`config.mk`:
```
export PLATFORM = sky130hd
export DESIGN_NAME = sample_window_sum
export DESIGN_NICKNAME = d
export VERILOG_FILES = /design/src/rtl/sample_window_sum.sv
export SDC_FILE = /design/constraint.sdc
export NUM_CORES = 1
export LEC_CHECK = 0
export BUFFER_PORTS_ARGS = -buffer_cell sky130_fd_sc_hd__buf_2
export CORE_UTILIZATION = 45
export DETAILED_ROUTE_END_ITERATION = 8
export HOLD_SLACK_MARGIN = 0.06
export PLACE_DENSITY = 0.71
export SYNTH_ARGS = -nofsm -noshare
export SYNTH_HDL_FRONTEND = slang
export SYNTH_SLANG_ARGS = --single-unit
```
`constraint.sdc`:
```
create_clock -name clk -period 2.6 [get_ports clk]
set_input_delay 0.13 -clock clk [delete_from_list [all_inputs] [get_ports clk]]
set_output_delay 0.13 -clock clk [all_outputs]
set_load 0.02 [all_outputs]
```
`src/rtl/sample_window_sum.sv`:
```
// sample_window_sum: counts sample change events (mode 0) or sums the new
// sample values (mode 1) over windows of WINDOW events. Each completed window
// is presented on a valid/ready output. Later windows are dropped while the
// consumer stalls, and overrun records that.
module sample_window_sum #(
    parameter int SAMPLE_W = 4,
    parameter int WINDOW   = 8,
    parameter int SUM_W    = 8
) (
    input  logic                       clk,
    input  logic                       reset_n,
    input  logic [SAMPLE_W-1:0]        sample,
    input  logic                       mode,
    input  logic                       clear,
    output logic [SUM_W-1:0]           result,
    output logic                       out_valid,
    input  logic                       out_ready,
    output logic [$clog2(WINDOW)-1:0]  phase,
    output logic                       sat,
    output logic                       overrun
);

    localparam int PHASE_W = $clog2(WINDOW);
    localparam int EXT_W   = ((SUM_W > SAMPLE_W) ? SUM_W : SAMPLE_W) + 1;
    localparam logic [PHASE_W-1:0] LAST_PHASE = PHASE_W'(WINDOW - 1);

    // Saturating add: returns {overflow, clamped sum}.
    function automatic logic [SUM_W:0] sat_add(input logic [SUM_W-1:0]    a,
                                               input logic [SAMPLE_W-1:0] b);
        logic [EXT_W-1:0] full;
        full = EXT_W'(a) + EXT_W'(b);
        if (full > EXT_W'({SUM_W{1'b1}}))
            return {1'b1, {SUM_W{1'b1}}};
        else
            return {1'b0, full[SUM_W-1:0]};
    endfunction

    logic [SAMPLE_W-1:0] sample_q;
    logic                primed;
    logic                evt_q;
    logic [SAMPLE_W-1:0] val_q;
    logic [SUM_W-1:0]    acc;
    logic                mode_q;
    logic                win_sat;

    logic                handshake;
    logic                mode_eff;
    logic [SAMPLE_W-1:0] inc;
    logic [SUM_W:0]      add_res;
    logic                win_sat_next;
    logic                complete;

    // Stage 0: register the sample and detect changes after the first post-reset cycle.
    always_ff @(posedge clk or negedge reset_n) begin
        if (!reset_n) begin
            sample_q <= '0;
            primed   <= 1'b0;
            evt_q    <= 1'b0;
            val_q    <= '0;
        end else begin
            sample_q <= sample;
            primed   <= 1'b1;
            evt_q    <= primed && (sample != sample_q);
            val_q    <= sample;
        end
    end

    // Next accumulator value and window-completion decode for the pending event.
    always_comb begin
        handshake    = out_valid & out_ready;
        mode_eff     = (phase == '0) ? mode : mode_q;
        inc          = mode_eff ? val_q : SAMPLE_W'(1);
        add_res      = sat_add(acc, inc);
        win_sat_next = win_sat | add_res[SUM_W];
        complete     = evt_q & ~clear & (phase == LAST_PHASE);
    end

    // Stage 1: accumulate events into the current window; clear aborts it.
    always_ff @(posedge clk or negedge reset_n) begin
        if (!reset_n) begin
            acc     <= '0;
            phase   <= '0;
            mode_q  <= 1'b0;
            win_sat <= 1'b0;
        end else if (clear) begin
            acc     <= '0;
            phase   <= '0;
            win_sat <= 1'b0;
        end else if (evt_q) begin
            if (phase == '0)
                mode_q <= mode;
            if (phase == LAST_PHASE) begin
                acc     <= '0;
                phase   <= '0;
                win_sat <= 1'b0;
            end else begin
                acc     <= add_res[SUM_W-1:0];
                phase   <= phase + 1'b1;
                win_sat <= win_sat_next;
            end
        end
    end

    // Stage 2: hold the completed window until accepted; drop and flag it on a stall.
    always_ff @(posedge clk or negedge reset_n) begin
        if (!reset_n) begin
            result    <= '0;
            sat       <= 1'b0;
            out_valid <= 1'b0;
            overrun   <= 1'b0;
        end else begin
            if (handshake)
                overrun <= 1'b0;
            if (complete) begin
                if (!out_valid || handshake) begin
                    result    <= add_res[SUM_W-1:0];
                    sat       <= win_sat_next;
                    out_valid <= 1'b1;
                end else begin
                    overrun <= 1'b1;
                end
            end else if (handshake) begin
                out_valid <= 1'b0;
            end
        end
    end

endmodule

```
==> flow_metrics.py, run 1 <==
metrics = {
    "outcome": {
        "status": "finished clean",
    },
    "synthesis": {
        "synth_top_area_cell": "dfrtp_1",
        "synth_area_leaders": "dfrtp_1, ha_1, nand2_1",
        "syn-num-nets": 168,
        "syn_area_per_cell_sq_um": 10.28,
        "synth_seq_cells": 30,
        "synth_async_sr_flop_share": 1.000,
        "synth_top_area_share": 0.4835,
        "ys_types": 45,
        "syn-cell-area_sq_um": 1553,
        "synthCells": 151,
        "synth_edf_count": 0,
        "yosysSeqAreaShare": 0.4835,
        "ys_warn_count": 0,
        "synth_flop_cell": "dfrtp_1",
    },
    "cts": {
        "htreeDepth": 2,
        "path_clk_slew_ns": 0.09,
        "cts_tree": "yes",
        "cts_buffer_depth": 2,
        "clock-sinks": 30,
        "cts_buffers": 5,
        "cts_root_buf": "clkbuf_4",
        "insertion_delay_ns": 0.32,
    },
    "setup_path": {
        "path_cells": "inv_2 > ha_1 > nand2b_1 > mux2i_2 > or2_4 > ha_4 > fa_2 > nand3_4 > a21oi_4 > and4b_1 > o31ai_2",
        "slowest_stage": "dfrtp_1",
        "required_ns": 2.83,
        "end_kind": "flop",
        "cp_slowest_stage_delay_ns": 0.37,
        "critPathKind": "reg2reg",
        "path_max_fanout": 7,
        "cp.arrival_ns": 2.75,
        "startpoint_type": "flop",
        "r2r_cells": 11,
    },
    "grt": {
        "grt.total_usage": 0.2055,
        "grt_pass1_wl_mm": 5.388,
        "grt_max_degree": 31,
        "first_global_vias": 1239,
        "antenna_found_initial": 0,
        "grt-ovfl-total": 0,
    },
    "floorplanning": {
        "ios": 23,
        "dieHeight_um": 60.74,
        "core_sq_um": 3153,
        "die_w_um": 60.74,
        "initial_core_util": 0.4925,
        "row_count": 20,
        "dieArea_sq_um": 3689,
    },
    "routing": {
        "drc": 0,
        "ant_nets": 0,
        "finalWirelength_mm": 3.263,
        "initialDrtViolationCount": 64,
        "wl_per_cell_um": 13.94,
        "vias": 1255,
        "dr.pass1.iters": 4,
        "via_per_inst": 5.363,
    },
    "timing": {
        "timing.hold.ws_ns": 0.1216,
        "final_hold_viol_count": 0,
        "max_freq_mhz": 398.0,
        "slew_headroom": 0.5622,
        "min_period_ns": 2.513,
        "clock_skew_ns": 0.01199,
        "setup-violations-final": 0,
        "max_slew.worst_pin.slew_ns": 0.6567,
        "period_share": 0.9665,
        "drv_slew": 0,
    },
    "final_layout": {
        "syn_to_final_growth_pct": 25.62,
        "diodes": 0,
        "drive_gt1_frac": 0.3105,
        "nets": 207,
        "stdcell_area_sq_um": 1951,
    },
    "worst_hold_path": {
        "hold_path_depth": 2,
        "hp-class": "in2reg",
    },
    "pwr": {
        "ir_drop_mv": 0.2729,
        "p_per_area_nw_per_um2": 492.7,
        "p_leak_nw": 0.9120,
    },
    "placed_design": {
        "gp_congestion": 0.9109,
        "io_buffers": 22,
        "dp_hpwl_mm": 2.194,
        "placed_area_sq_um": 1709,
    },
    "flow_run": {
        "cap_viol_max_count": 0,
    },
}
-- through the flow --
| stage | utilization | setup TNS (ns) | worst slack (ns) | total power, mW | std cells |
|---|---|---|---|---|---|
| CTS | 0.5869 | 0 | 0.03030 | 0.9370 | 229 |
| finish | 0.6187 | 0 | 0.08713 | 0.9610 | 234 |
| global placement | 0.5421 | 0 | 0.07642 | 0.6609 | 214 |
| floorplan | - | 0 | 0.02882 | 0.6175 | 151 |
| detailed placement | 0.5421 | -0.1826 | -0.1209 | 0.6659 | 214 |
| global route | 0.6187 | -0.06384 | -0.03704 | 1.010 | 234 |
-- layer usage --
metal / wire, um / track usage / vias to the layer above
met5: 0 / 0 / -
met4: 40 / 0.09740 / 0
met3: 104 / 0.04478 / 5
met2: 1619 / 0.3564 / 25
met1: 1498 / 0.2425 / 613
li1: - / - / 612
-- registers in the layout, summed over array words and instances (netlist names) --
name and cells:
val_q 4, out_valid 1, win_sat 1, evt_q 1, mode_q 1, result 8, overrun 1, acc 8
sat 1, phase 3, primed 1
-- what timing repair did --
| item | CTS | global route |
|---|---|---|
| endpoints found under the setup margin | 4 | 10 |
| resized for setup | 5 | 13 |
| hold buffers | 6 | 0 |
| hold endpoints to repair | 35 | 0 |
| buffers inserted | 2 | 5 |
| pin swaps | 2 | 6 |
-- final timing paths --
kind,to,start,slack [ns]
max in group asynchronous,val_q[3],reset_n,1.80
min,acc[3],clear,0.12
max reg2reg,result[5],phase[0],0.09
min in group asynchronous,acc[4],reset_n,0.36
min reg2reg,result[6],result[6],0.48
max,result[5],phase[0],0.09
-- report_power, final --
part,total (mW),leakage [nW],internal [mW],switching [mW]
Combinational,0.205,0.486,0.0913,0.113
Sequential,0.505,0.401,0.487,0.0180
Clock,0.252,0.0254,0.102,0.150
Total,0.961,0.912,0.680,0.281
-- final cells by class --
| class | count | area [sq um] |
|---|---|---|
| Tap cell | 44 | 55.05 |
| Inverter | 3 | 11.26 |
| Multi-Input combinational cell | 114 | 858.3 |
| Timing Repair Buffer | 36 | 230.2 |
| Sequential cell | 30 | 750.7 |
| Fill cell | 258 | 1202 |
| Clock buffer | 7 | 45.04 |
-- placed cells by master (no fill, tap or decap), drive strengths merged, types with 4 or more instances in the layout --
| master | netlist | final |
|---|---|---|
| nand2b | 6 | 6 |
| clkbuf | 2 | 7 |
| nor2b | 4 | 4 |
| nor3 | 4 | 4 |
| nand2 | 15 | 15 |
| dfrtp | 30 | 30 |
| a21oi | 11 | 11 |
| buf | 2 | 30 |
| o21ai | 12 | 12 |
| nor2 | 13 | 13 |
| dlygate4sd3 | 0 | 6 |
| ha | 7 | 7 |
| xor2 | 5 | 5 |
| a211oi | 4 | 4 |
-- cells in the mapped netlist, types with 2 or more instances --
cell type   n
dfrtp_1    30
ha_1        7
nor3_1      4
inv_1       2
nand3_1     2
clkbuf_1    2
a211oi_1    4
o21ai_0     6
o21ai_1     6
a31oi_1     3
nor3b_1     2
nand2_2     2
nand2b_1    6
a21oi_1     9
nor2b_1     4
nand2_1    13
mux2i_1     3
xor2_1      5
nor2_1     13
and2_1      2
or2_2       2
-- cell families (layout without fill, tap and decap cells) --
family | count (synthesis) | after routing | synth area share
flip-flops | 30 | 30 | 0.4835
XOR/XNOR | 6 | 6 | 0.03384
AO/OA/AOI/OAI | 39 | 39 | 0.1700
multiplexers | 4 | 4 | 0.02659
buffers and inverters | 7 | 46 | 0.01772
adder cells (fa/ha/maj) | 8 | 8 | 0.06930
AND/OR/NAND/NOR | 56 | 56 | 0.1966
other | 1 | 1 | 0.002415
-- worst max-delay path, delay by kind of cell, from the launching register on --
kind | cells | cell delay [ns]
flip-flops | 1 | 0.37
buffers and inverters | 1 | 0.05
AO/OA/AOI/OAI | 2 | 0.42
multiplexers | 1 | 0.35
AND/OR/NAND/NOR | 4 | 0.66
adder cells (fa/ha/maj) | 3 | 0.56
Note: power is estimated with default switching activity, not from simulation.
==> run 2: changes to the inputs <==
--- a/config.mk
+++ b/config.mk
@@ -6,10 +6,12 @@
 export NUM_CORES = 1
 export LEC_CHECK = 0
 export BUFFER_PORTS_ARGS = -buffer_cell sky130_fd_sc_hd__buf_2
-export CORE_UTILIZATION = 45
+export CELL_PAD_IN_SITES_DETAIL_PLACEMENT = 1
+export CELL_PAD_IN_SITES_GLOBAL_PLACEMENT = 2
+export CORE_UTILIZATION = 32
 export DETAILED_ROUTE_END_ITERATION = 8
 export HOLD_SLACK_MARGIN = 0.06
-export PLACE_DENSITY = 0.71
+export PLACE_DENSITY = 0.77
 export SYNTH_ARGS = -nofsm -noshare
 export SYNTH_HDL_FRONTEND = slang
 export SYNTH_SLANG_ARGS = --single-unit
==> flow_metrics.py, run 2 (synthesis gave the netlist of run 1 again) <==
metrics = {
    "timing": {
        "rsz0062_at_grt": "yes",
        "drv_slew": 0,
        "slew_headroom": 0.5533,
        "min_period_ns": 2.550,
        "clock_skew_ns": 0.003702,
        "final_hold_viol_count": 0,
        "max_slew.worst_pin.slew_ns": 0.6701,
        "setup-violations-final": 0,
        "period_share": 0.9807,
        "max_freq_mhz": 392.2,
        "setup_slack_ns": 0.05030,
    },
    "worst_hold_path": {
        "hp-start": "clear",
        "hold_path_depth": 2,
        "hp-class": "in2reg",
    },
    "placed_design": {
        "placed_area_sq_um": 1734,
        "dp_hpwl_mm": 2.781,
        "gp_congestion": 0.8937,
        "io_buffers": 22,
        "pre_cts_ws_ns": -0.06734,
    },
    "routing": {
        "dr.pass1.iters": 4,
        "ant_nets": 0,
        "finalWirelength_mm": 3.933,
        "top_layer": "met4",
        "dr_wl_met2_mm": 2.049,
        "initialDrtViolationCount": 68,
        "vias": 1276,
        "drc": 0,
        "wl_per_cell_um": 16.39,
        "via_per_inst": 5.317,
        "met1_length_mm": 1.699,
        "wl_met3_um": 124,
    },
    "final_layout": {
        "syn_to_final_growth_pct": 30.06,
        "drive_gt1_frac": 0.3351,
        "final_cell_mix": "dfrtp_1, buf_2, nand2_1",
        "final_common_cell": "dfrtp_1",
        "diodes": 0,
        "top_regs": "acc: 8 flops, result: 8 flops, val_q: 4 flops",
        "stdcell_area_sq_um": 2019,
        "nets": 204,
    },
    "setup_path": {
        "critPathLaunch": "phase[0]",
        "path_max_fanout": 5,
        "end_kind": "flop",
        "worst_r2r_startpoint": "phase[0]",
        "required_ns": 2.80,
        "cp.arrival_ns": 2.75,
        "critPathKind": "reg2reg",
        "r2r_cells": 11,
        "startpoint_type": "flop",
    },
    "grt": {
        "grt-ovfl-total": 0,
        "antenna_found_initial": 0,
        "first_global_vias": 1332,
        "grt.total_usage": 0.1652,
        "grt_max_degree": 31,
        "grt_pass1_wl_mm": 6.403,
    },
    "cts": {
        "insertion_delay_ns": 0.28,
        "cts_root_buf": "clkbuf_8",
        "cts_buffer_depth": 2,
        "cts_tree": "yes",
        "path_clk_slew_ns": 0.06,
        "cts_buffers": 5,
        "clock-sinks": 30,
        "htreeDepth": 2,
    },
    "pwr": {
        "p_per_area_nw_per_um2": 578.0,
        "p_leak_nw": 0.9368,
        "ir_drop_mv": 0.3017,
    },
    "flow_run": {
        "cap_viol_max_count": 0,
    },
    "floorplanning": {
        "initial_core_util": 0.3447,
        "core_sq_um": 4504,
        "die_w_um": 71.66,
        "row_count": 24,
        "ios": 23,
        "dieArea_sq_um": 5135,
        "dieHeight_um": 71.66,
    },
    "outcome": {
        "status": "finished clean",
    },
}
==> run 2: metrics by stage <==
| step | util | hold slack (ns) | instances | setup TNS, ns | total power, mW |
|---|---|---|---|---|---|
| detailed placement | 0.3850 | 0.2164 | 224 | -0.1024 | 0.6775 |
| finish | 0.4483 | 0.1829 | 240 | 0 | 1.167 |
| CTS | 0.4250 | 0.1732 | 238 | -0.01836 | 1.135 |
| floorplan | - | -0.1656 | 151 | 0 | 0.6175 |
| global route | 0.4483 | 0.1716 | 240 | -0.4459 | 1.223 |
| global placement | 0.3850 | 0.2064 | 224 | 0 | 0.6689 |
==> run 2: layout make-up <==
class	count	area, sq um
Fill cell	524	2485
Multi-Input combinational cell	114	874.6
Sequential cell	30	750.7
Timing Repair Buffer	33	207.7
Clock buffer	8	110.1
Tap cell	52	65.06
Inverter	3	11.26
==> run 2: what timing repair did <==
item	CTS	global route
gates resized for setup	2	22
setup endpoints to repair	2	11
pin swaps	0	8
buffers inserted	0	2
hold buffers	6	0
hold endpoints to repair	35	0
==> run 2: critical path: stages (launching register included) <==
cell and delay, ns:
dfrtp_1 0.40, inv_2 0.07, ha_1 0.15, nand2b_1 0.10, mux2i_4 0.22, or2_4 0.27, ha_4 0.17, fa_2 0.42
nand3_4 0.15, nand2_4 0.08, a31o_1 0.24, a211oi_2 0.18
==> run 2: report_power, final <==
part / switching [mW] / internal, mW / leakage [nW]
clock: 0.171 / 0.267 / 0.0575
sequential: 0.0216 / 0.487 / 0.401
combinational: 0.123 / 0.0975 / 0.479
total: 0.315 / 0.852 / 0.937
==> run 2: path summary, 6_finish.rpt <==
| path | slack [ns] | to |
|---|---|---|
| worst max-delay path | 0.05 | acc[4] |
| worst min-delay path | 0.18 | acc[4] |
| worst max register to register | 0.05 | acc[4] |
| worst min register to register | 0.46 | sat |
| max in group asynchronous | 1.75 | val_q[3] |
| min in group asynchronous | 0.42 | result[5] |
==> run 2: layer usage <==
layer  up-vias  track usage
met3         5      0.05063
met4         0      0.04575
met1       633       0.1950
li1        612            -
met2        26       0.2904
met5         -            0
==> run 3: changes to the inputs <==
--- a/config.mk
+++ b/config.mk
@@ -5,10 +5,11 @@
 export SDC_FILE = /design/constraint.sdc
 export NUM_CORES = 1
 export LEC_CHECK = 0
+export ABC_AREA = 1
 export BUFFER_PORTS_ARGS = -buffer_cell sky130_fd_sc_hd__buf_2
 export CELL_PAD_IN_SITES_DETAIL_PLACEMENT = 1
 export CELL_PAD_IN_SITES_GLOBAL_PLACEMENT = 2
-export CORE_UTILIZATION = 32
+export CORE_UTILIZATION = 30
 export DETAILED_ROUTE_END_ITERATION = 8
 export HOLD_SLACK_MARGIN = 0.06
 export PLACE_DENSITY = 0.77
==> flow_metrics.py, run 3 <==
metrics = {
    "setup_path": {
        "startpoint_type": "flop",
        "path_max_fanout": 6,
        "critPathKind": "reg2reg",
        "path_cells": "inv_1 > ha_1 > nand2_1 > mux2i_1 > or2_2 > ha_2 > fa_2 > nand3_1 > nand2_2 > nand3b_4 > nand3_1 > nand2_1 > o21ai_0",
        "rrSetupSlack_ns": 0.13,
        "slowest_stage": "dfrtp_1",
        "cp_num_buf_inv": 1,
        "end_kind": "flop",
        "cp.arrival_ns": 2.63,
        "cp_slowest_stage_delay_ns": 0.39,
        "required_ns": 2.77,
        "crit_family": "simple AND/OR/NAND/NOR gates",
    },
    "cts": {
        "insertion_delay_ns": 0.29,
        "htreeDepth": 2,
        "cts_tree": "yes",
        "cts_buffers": 5,
        "cts_buffer_depth": 2,
        "cts_root_buf": "clkbuf_8",
        "clock-sinks": 30,
        "path_clk_slew_ns": 0.07,
    },
    "synthesis": {
        "synthSimpleGateAreaFrac": 0.2749,
        "synth_top_area_share": 0.4781,
        "ys_warn_count": 0,
        "yosysSeqAreaShare": 0.4781,
        "syn_area_per_cell_sq_um": 8.628,
        "synth_flop_cell": "dfrtp_1",
        "syn-cell-area_sq_um": 1570,
        "synth_area_leaders": "dfrtp_1, nand2_1, ha_1",
        "synth_common_cells": "nand2_1, dfrtp_1, inv_1",
        "synth_top_area_cell": "dfrtp_1",
        "ys_types": 30,
        "synth_compound_area_frac": 0.06614,
        "synth_async_sr_flop_share": 1.000,
        "synthCells": 182,
        "synth_seq_cells": 30,
        "synth.area.mux_share": 0.006375,
        "synth_xor_area_frac": 0.02789,
        "syn-num-nets": 199,
        "synth_top_family_by_area": "simple AND/OR/NAND/NOR gates",
        "synthAdderAreaFrac": 0.06853,
        "synth_edf_count": 0,
        "synthMostInstantiatedCell": "nand2_1",
    },
    "final_layout": {
        "diodes": 0,
        "drive_gt1_frac": 0.2398,
        "final_cell_mix": "nand2_1, dfrtp_1, buf_2",
        "nets": 237,
        "syn_to_final_growth_pct": 24.70,
        "top_regs": "acc: 8 flops, result: 8 flops, val_q: 4 flops",
        "final_util": 0.4013,
        "final_common_cell": "nand2_1",
    },
    "timing": {
        "clock_skew_ns": 0.008306,
        "max_slew.worst_pin.slew_ns": 0.6808,
        "slew_headroom": 0.5461,
        "final.setup.tns_ns": 0,
        "final_hold_viol_count": 0,
        "min_period_ns": 2.466,
        "setup-violations-final": 0,
        "drv_slew": 0,
        "setup_slack_ns": 0.1339,
        "period_share": 0.9485,
        "timing.hold.ws_ns": 0.1841,
        "max_freq_mhz": 405.5,
    },
    "placed_design": {
        "dp_hpwl_mm": 2.662,
        "pre_cts_ws_ns": 0.03416,
        "gp_congestion": 0.8532,
        "io_buffers": 22,
    },
    "routing": {
        "drc": 0,
        "wl_met3_um": 115,
        "wl_per_cell_um": 12.86,
        "via_per_inst": 4.375,
        "dr_wl_met2_mm": 1.842,
        "finalWirelength_mm": 3.703,
        "dr.pass1.iters": 4,
        "vias": 1260,
        "ant_nets": 0,
        "top_layer": "met4",
        "initialDrtViolationCount": 51,
        "met1_length_mm": 1.679,
    },
    "outcome": {
        "status": "finished clean",
    },
    "grt": {
        "grt_max_degree": 31,
        "antenna_found_initial": 0,
        "grt_pass1_wl_mm": 6.285,
        "grt.total_usage": 0.1561,
        "first_global_vias": 1386,
        "grt-ovfl-total": 0,
    },
    "floorplanning": {
        "dieHeight_um": 74.35,
        "core_sq_um": 4880,
        "initial_core_util": 0.3218,
        "ios": 23,
        "die_w_um": 74.35,
        "row_count": 25,
        "dieArea_sq_um": 5527,
    },
    "pwr": {
        "p_per_area_nw_per_um2": 546.7,
        "p_leak_nw": 1.098,
        "ir_drop_mv": 0.2000,
        "power.total_mw": 1.071,
    },
    "flow_run": {
        "cap_viol_max_count": 0,
    },
    "worst_hold_path": {
        "hp-class": "in2reg",
    },
}
-- run 3: cell types whose count changed after synthesis, moves of 3 or more --
cell and delta:
nand2_1 +44, inv_1 +19, a21oi_1 -8, nand3_1 +8, nand2b_1 -6, o21ai_1 -5, a211oi_1 -4, nor2b_1 -4
nor3_1 -4, nor2_4 +3, o21ai_0 +3, xor2_1 -3
-- run 3: logic make-up (layout without fill, tap and decap cells) --
group | after synthesis | in the layout
simple gates | 92 | 93
flops | 30 | 30
buf+inv | 27 | 65
compound gates | 18 | 18
fa+ha+maj | 8 | 8
xor+xnor | 5 | 5
other cells | 1 | 1
mux | 1 | 1
-- run 3: tightest hold or removal path: cells and delay by family --
family | cells | cell delay [ns]
AOI/OAI and AO/OA | 1 | 0.07
buffers and inverters | 1 | 0.12
and+or+nand+nor | 2 | 0.11
-- run 3: final timing paths --
path | cells after the start | startpoint | to
min reg2reg | 1 | primed | evt_q
min in group asynchronous | 2 | reset_n | acc[4]
min | 4 | clear | phase[1]
max reg2reg | 13 | phase[0] | acc[6]
max | 13 | phase[0] | acc[6]
max in group asynchronous | 2 | reset_n | acc[3]
-- run 3: layout make-up --
type,count,area [sq um]
well taps,67,83.83
repair buffers,33,220.2
inverters,24,91.34
multi-input cells,126,720.7
flip-flops and latches,30,750.7
fillers,612,2922
clock inverters,1,5.005
clock buffers,7,86.33
-- run 3: report_power, final --
part / internal, mW / total [mW] / switching (mW)
clock network: 0.213 / 0.394 / 0.180
registers: 0.488 / 0.506 / 0.0173
logic: 0.0683 / 0.171 / 0.103
-- run 3: repair_timing --
action,in CTS,in global routing
endpoints found under the hold margin,36,0
hold buffers,6,0
endpoints found under the setup margin,0,13
gates resized for setup,0,5
setup buffers,0,4
-- run 3: metal layers --
metal | vias up | track usage
met5 | - | 0
met4 | 0 | 0.08176
met3 | 6 | 0.03659
met2 | 20 | 0.2747
met1 | 589 | 0.1755
li1 | 645 | -
-- run 3: stage by stage --
step | std cells | area [sq um]
floorplan | 182 | 1570
global placement | 269 | 1744
detailed placement | 269 | 1744
CTS | 283 | 1896
global route | 288 | 1958
finish | 288 | 1958
